$ cat config.mk
export PLATFORM = sky130hd
export DESIGN_NAME = reaction_timer_core
export DESIGN_NICKNAME = d
export VERILOG_FILES = /design/src/rtl/reaction_timer_pkg.sv /design/src/rtl/bcd_counter.sv /design/src/rtl/reaction_timer_core.sv
export SDC_FILE = /design/constraint.sdc
export NUM_CORES = 1
export LEC_CHECK = 0
export CORE_AREA = 10 10 93 95
export DETAILED_ROUTE_END_ITERATION = 7
export DIE_AREA = 0 0 103 105
export PLACE_DENSITY = 0.69
export SYNTH_ARGS = -nofsm -noshare
export SYNTH_HDL_FRONTEND = slang
export SYNTH_SLANG_ARGS = --single-unit
$ cat constraint.sdc
create_clock -name clk_50MHz -period 2.6 [get_ports clk_50MHz]
set_input_delay 0.39 -clock clk_50MHz [delete_from_list [all_inputs] [get_ports clk_50MHz]]
set_output_delay 0.39 -clock clk_50MHz [all_outputs]
set_load 0.01 [all_outputs]
$ cat src/rtl/reaction_timer_pkg.sv
// Shared definitions for the reaction timer core.
// Holds the trial state encoding, the LFSR feedback mask and the helpers
// that size the delay counter and advance the pseudo-random generator.
package reaction_timer_pkg;

  // One trial walks IDLE -> ARMED -> MEASURE -> RESULT. A react edge while
  // ARMED ends the trial in FOUL instead.
  typedef enum logic [2:0] {
    ST_IDLE    = 3'd0,
    ST_ARMED   = 3'd1,
    ST_MEASURE = 3'd2,
    ST_RESULT  = 3'd3,
    ST_FOUL    = 3'd4
  } state_t;

  // Right-shifting Galois form of x^16 + x^14 + x^13 + x^11 + 1.
  // Bits 15, 13, 12 and 10 of the shifted word receive the feedback.
  localparam logic [15:0] LFSR_TAPS = 16'hB400;

  // The delay counter must hold DELAY_MIN_MS + (2^span - 1), the largest
  // value that can be loaded.
  function automatic int delay_cnt_width(input int min_ms, input int span_log2);
    return $clog2(min_ms + (1 << span_log2));
  endfunction

  // Advance the LFSR by one step. A nonzero state never maps to zero.
  function automatic logic [15:0] lfsr_advance(input logic [15:0] cur);
    logic [15:0] nxt;
    nxt = {1'b0, cur[15:1]};
    if (cur[0]) begin
      nxt = nxt ^ LFSR_TAPS;
    end
    return nxt;
  endfunction

endpackage

$ cat src/rtl/bcd_counter.sv
// Saturating multi-digit BCD counter used for the reaction time result.
// Latency: one clock from clr/inc to the updated bcd value. No backpressure:
// inc is accepted every cycle it is high, and is ignored once every digit is 9.
// Ports:
//   clk_50MHz, rst_n : clock and asynchronous active-low reset
//   clr              : zero the count (wins over inc)
//   inc              : add one with decimal carry
//   bcd              : count, digit 0 in [3:0]
//   at_max           : every digit is 9; further increments are ignored
module bcd_counter #(
  parameter int DIGITS = 4
) (
  input  logic                  clk_50MHz,
  input  logic                  rst_n,
  input  logic                  clr,
  input  logic                  inc,
  output logic [4*DIGITS-1:0]   bcd,
  output logic                  at_max
);

  logic [4*DIGITS-1:0] bcd_nxt;
  logic                carry;
  logic                all_nines;

  // Ripple the carry from digit 0 upwards. A digit only advances when every
  // lower digit wrapped from 9 to 0 in this same update.
  always_comb begin
    bcd_nxt   = bcd;
    carry     = 1'b1;
    all_nines = 1'b1;
    for (int i = 0; i < DIGITS; i++) begin
      if (bcd[4*i +: 4] != 4'd9) begin
        all_nines = 1'b0;
      end
      if (carry) begin
        if (bcd[4*i +: 4] == 4'd9) begin
          bcd_nxt[4*i +: 4] = 4'd0;
        end else begin
          bcd_nxt[4*i +: 4] = bcd[4*i +: 4] + 4'd1;
          carry             = 1'b0;
        end
      end
    end
  end

  assign at_max = all_nines;

  always_ff @(posedge clk_50MHz or negedge rst_n) begin
    if (!rst_n) begin
      bcd <= '0;
    end else if (clr) begin
      bcd <= '0;
    end else if (inc && !all_nines) begin
      // Saturate at all-9s rather than wrapping back to zero.
      bcd <= bcd_nxt;
    end
  end

endmodule

$ cat src/rtl/reaction_timer_core.sv
// Reaction timer control and measurement core: waits a pseudo-random delay
// after a start press, lights the stimulus LED, then counts milliseconds in
// BCD until the react press.
// Latency: every output is registered; a button edge or tick sampled on one
// clock edge is reflected on the outputs right after that edge.
// Backpressure: none. Ticks and button edges are consumed as they arrive;
// edges that mean nothing in the current state are dropped.
// Ports:
//   clk_50MHz, rst_n : system clock and asynchronous active-low reset
//   tick_1ms         : one-cycle pulse per millisecond from the divider
//   start_btn        : debounced start level; its rising edge starts a trial
//   react_btn        : debounced react level; its rising edge stops a trial
//   stim_led         : lit while measuring
//   bcd              : result, DIGITS BCD digits, digit 0 least significant
//   busy             : trial in progress (ARMED or MEASURE)
//   done             : trial finished with a valid time
//   false_start      : react pressed before the stimulus
//   overflow         : count saturated during this trial
module reaction_timer_core
  import reaction_timer_pkg::*;
#(
  parameter int          DIGITS          = 4,
  parameter int          DELAY_MIN_MS    = 1000,
  parameter int          DELAY_SPAN_LOG2 = 11,
  parameter logic [15:0] LFSR_SEED       = 16'hACE1
) (
  input  logic                  clk_50MHz,
  input  logic                  rst_n,
  input  logic                  tick_1ms,
  input  logic                  start_btn,
  input  logic                  react_btn,
  output logic                  stim_led,
  output logic [4*DIGITS-1:0]   bcd,
  output logic                  busy,
  output logic                  done,
  output logic                  false_start,
  output logic                  overflow
);

  localparam int DW = delay_cnt_width(DELAY_MIN_MS, DELAY_SPAN_LOG2);

  state_t         state;
  logic [DW-1:0]  delay;
  logic [DW-1:0]  delay_load;
  logic [15:0]    lfsr;
  logic           start_q;
  logic           react_q;
  logic           start_e;
  logic           react_e;
  logic           idle_like;
  logic           cnt_clr;
  logic           cnt_inc;
  logic           cnt_at_max;

  // Buttons arrive already synchronized and debounced; only the rising edge
  // carries meaning, so a held level never re-triggers anything.
  assign start_e = start_btn & ~start_q;
  assign react_e = react_btn & ~react_q;

  // States from which a start edge launches a new trial.
  assign idle_like = (state == ST_IDLE) || (state == ST_RESULT) || (state == ST_FOUL);

  // The random part of the delay is taken from the LFSR value present in the
  // very cycle the start edge is seen.
  assign delay_load = DW'(DELAY_MIN_MS) + DW'(lfsr[DELAY_SPAN_LOG2-1:0]);

  // Counter control. A react edge and a tick in the same cycle stop the
  // trial without counting that tick.
  assign cnt_clr = idle_like && start_e;
  assign cnt_inc = (state == ST_MEASURE) && tick_1ms && !react_e;

  bcd_counter #(
    .DIGITS (DIGITS)
  ) u_bcd_counter (
    .clk_50MHz (clk_50MHz),
    .rst_n     (rst_n),
    .clr       (cnt_clr),
    .inc       (cnt_inc),
    .bcd       (bcd),
    .at_max    (cnt_at_max)
  );

  // Single state machine. The status outputs are written together with the
  // state transition so they always agree with the registered state.
  always_ff @(posedge clk_50MHz or negedge rst_n) begin
    if (!rst_n) begin
      state       <= ST_IDLE;
      delay       <= '0;
      start_q     <= 1'b0;
      react_q     <= 1'b0;
      lfsr        <= LFSR_SEED;
      stim_led    <= 1'b0;
      busy        <= 1'b0;
      done        <= 1'b0;
      false_start <= 1'b0;
      overflow    <= 1'b0;
    end else begin
      start_q <= start_btn;
      react_q <= react_btn;
      // Free-running so the delay depends on when the user presses start.
      lfsr    <= lfsr_advance(lfsr);

      case (state)
        ST_IDLE, ST_RESULT, ST_FOUL: begin
          if (start_e) begin
            state       <= ST_ARMED;
            delay       <= delay_load;
            overflow    <= 1'b0;
            busy        <= 1'b1;
            done        <= 1'b0;
            false_start <= 1'b0;
            stim_led    <= 1'b0;
          end
        end

        ST_ARMED: begin
          if (react_e) begin
            // Pressing before the stimulus is a foul, even with a tick
            // landing in the same cycle.
            state       <= ST_FOUL;
            busy        <= 1'b0;
            false_start <= 1'b1;
          end else if (tick_1ms) begin
            // A zero load can only occur with DELAY_MIN_MS = 0; treat it like
            // one remaining tick instead of wrapping the counter.
            if (delay == DW'(0) || delay == DW'(1)) begin
              delay    <= '0;
              state    <= ST_MEASURE;
              stim_led <= 1'b1;
            end else begin
              delay <= delay - DW'(1);
            end
          end
        end

        ST_MEASURE: begin
          if (react_e) begin
            state    <= ST_RESULT;
            stim_led <= 1'b0;
            busy     <= 1'b0;
            done     <= 1'b1;
          end else if (tick_1ms && cnt_at_max) begin
            // The count cannot grow any further: report a saturated result.
            state    <= ST_RESULT;
            stim_led <= 1'b0;
            busy     <= 1'b0;
            done     <= 1'b1;
            overflow <= 1'b1;
          end
        end

        default: begin
          state       <= ST_IDLE;
          stim_led    <= 1'b0;
          busy        <= 1'b0;
          done        <= 1'b0;
          false_start <= 1'b0;
          overflow    <= 1'b0;
        end
      endcase
    end
  end

endmodule

==> out/qor.txt <==
CP arrival - 2.44 ns
GRT Overall Usage - 0.1174
CTS Buffer Depth - 2
setup TNS - 0 ns
initial core utilization - 0.4369
post-layout min period - 2.240 ns
Startpoint Class - flop
Post-Syn Instances - 296
nets - 338
Distinct cells, synth - 67
Worst-path clk slew - 0.10 ns
total of max-cap violations - 0
Post-Syn Nets - 313
vias in the first global route - 2192
antenna violations before repair - 0
maximum clock frequency - 0.4463 GHz
Root Buffer - clkbuf_8
Worst Path Buf+Inv - 1
Hold Buf Count CTS - 0
Die Width - 103 um
Avg WL per Cell - 15.31 um
Ports - 26
layout cells sized above 1 - 0.1056
Setup crit end kind - flop
routability cong. - 0.8058
final setup vio count - 0
TritonRoute pass-1 iters - 4
critical path peak fanout - 6
Worst Hold Slack - 0.02600 ns
Slew Viols, Final - 0
first-pass GRT wire length - 10630 um
Synth Cell Area - 2952 um^2
leakage - 1.472 nW
sequential cell area fraction in the yosys report - 0.4612
EDFF count, synth - 0
CP delay by family, top - simple AND/OR/NAND/NOR gates
Crit-path slowest cell - dfrtp_1
Die ar. - 10820 um^2
CP required - 2.80 ns
Initial DRC Count - 207
detailed placement HPWL - 4415 um
DR DRC count - 0
final hold viol count - 0
fin util - 0.4961
status - finished clean
synth warn - 0
CTS tree - built
Clock Sinks - 54
Max stage delay on crit path - 0.46 ns
Post-CTS Setup Bufs - 0
Worst-Margin Slew - 0.6887 ns
Layout area overhead - 13.56%
remaining antenna violation count - 0
number of H-tree levels - 2
r2r startpoint - u_bcd_counter.bcd[9]
syn_area_per_cell - 9.972 um^2
Power, Total - 2.306 mW
ys flop type - dfrtp_1
Layout Cells excl Fill - 402
worst reg2reg endpoint - done
Final Cycle Share - 0.8617
slew margin rel. - 0.5397
hold crit path type - primary input to async pin
RSZ-0062 raised after global routing - false
via count - 2322
Die Y - 105 um
async set-reset flop share out of synthesis - 1.000
Worst IR Drop VDD - 0.4055 mV
CTS resizes - 0
PwrDens - 687.8 nW/um^2
final wirelength - 6154 um
#FFs+latches synth - 54
critical path class - flop to flop
CORE AREA - 6756 um^2
Cell Rows - 30
GR Overflow Total - 0
R2R Setup Slk - 0.36 ns
Port Buffers - 25
total clock buffers created by CTS - 5
Ant. Diodes - 0
# fillers - 627
DR vias/cell - 5.776
r2r worst-path depth - 7
crit-path cells - inv_1 > ha_1 > nand3b_1 > nor4_2 > a21oi_1 > or3_1 > a21o_1
placed insts - 394
pin count of the biggest net entering global routing - 36
Clock Skew - 0.01454 ns
worst skew pair latency - 0.31 ns
## worst max-delay path by stage
stage | startpoint | to | slack (ns) | cells past startpoint
floorplan | u_bcd_counter.bcd[1] | done | 0.69 | 7
global route | u_bcd_counter.bcd[8] | done | 0.14 | 6
CTS | u_bcd_counter.bcd[8] | done | 0.34 | 6
detailed placement | react_btn | delay[8] | 0.30 | 6
finish | u_bcd_counter.bcd[9] | done | 0.36 | 7
global placement | react_btn | delay[8] | 0.40 | 6
## cell type report
| type | count | area [um^2] | area share |
|---|---|---|---|
| Multi-Input combinational cell | 224 | 1489 | 0.4442 |
| Timing Repair Buffer | 27 | 272.8 | 0.08137 |
| Tap cell | 80 | 100.1 | 0.02986 |
| Inverter | 9 | 33.78 | 0.01008 |
| Clock buffer | 6 | 82.58 | 0.02464 |
| Sequential cell | 54 | 1361 | 0.4061 |
| Clock inverter | 2 | 12.51 | 0.003733 |
## cell usage in the layout (no fill, tap or decap), drive strengths merged, types with 3 or more instances in the layout
cell,instances
mux2i,6
clkdlybuf4s50,24
nand2b,7
nor2b,5
ha,12
nand3b,7
dfstp,8
and3,3
nor4,3
a21o,3
inv,9
nor2,34
buf,3
or4,3
clkbuf,6
o21ai,25
nor3,9
nand3,11
nand2,19
dfrtp,46
a22o,6
a21oi,18
xnor2,3
xor2,5
nand4,3
o21a,3
or3,3
## power by group
| group | leakage (nW) | switching, mW | total [mW] | internal [mW] |
|---|---|---|---|---|
| sequential | 0.693 | 0.154 | 1.10 | 0.942 |
| combinational | 0.732 | 0.404 | 0.716 | 0.312 |
| clock | 0.0472 | 0.278 | 0.493 | 0.215 |
| total | 1.47 | 0.836 | 2.31 | 1.47 |
## per-stage QoR
| stage | area (um^2) | setup slack, ns |
|---|---|---|
| after floorplan | 2952 | 0.6909 |
| after global placement | 3257 | 0.3972 |
| after detailed placement | 3257 | 0.3012 |
| after CTS | 3352 | 0.3449 |
| after global routing | 3352 | 0.1433 |
| final | 3352 | 0.3596 |
## kinds of logic after synthesis
logic type | after synthesis | synth area share
compound gates | 81 | 0.1878
mux | 6 | 0.02035
flops | 54 | 0.4612
buf+inv | 18 | 0.03434
fa+ha+maj | 12 | 0.05087
xor+xnor | 8 | 0.02374
simple gates | 117 | 0.2217
## registers in the layout (all words and copies together), names as in the netlist
name               count
start_q                1
stim_led               1
lfsr                  16
delay                 12
false_start            1
u_bcd_counter.bcd     16
react_q                1
overflow               1
done                   1
busy                   1
state                  3
## cell usage after synthesis, drive strengths merged, types with 3 or more instances
cell	count	area [um^2]
a21o	3	22.52
nor3	9	50.05
a22o	6	52.55
xnor2	3	26.28
or4	3	22.52
dfrtp	46	1151
nand3	11	55.05
inv	9	33.78
ha	12	150.1
nand3b	7	65.06
o21a	3	22.52
dfstp	8	210.2
nor4	3	31.28
and3	3	18.77
a21oi	18	90.09
nor2	34	127.6
or3	3	18.77
o21ai	25	128.9
clkbuf	4	35.04
xor2	5	43.79
nor2b	5	38.78
nand2	19	71.32
buf	5	32.53
mux2i	6	60.06
nand2b	7	51.30
nand4	3	18.77
## layer usage
| metal | vias up | global-route usage | wire, um |
|---|---|---|---|
| met5 | - | 0 | 0 |
| met1 | 1134 | 0.1671 | 2948 |
| met3 | 6 | 0.02899 | 350 |
| met2 | 57 | 0.1713 | 2807 |
| met4 | 0 | 0.03082 | 48 |
| li1 | 1125 | - | - |
No activity file was read; power rests on OpenSTA's default activity.
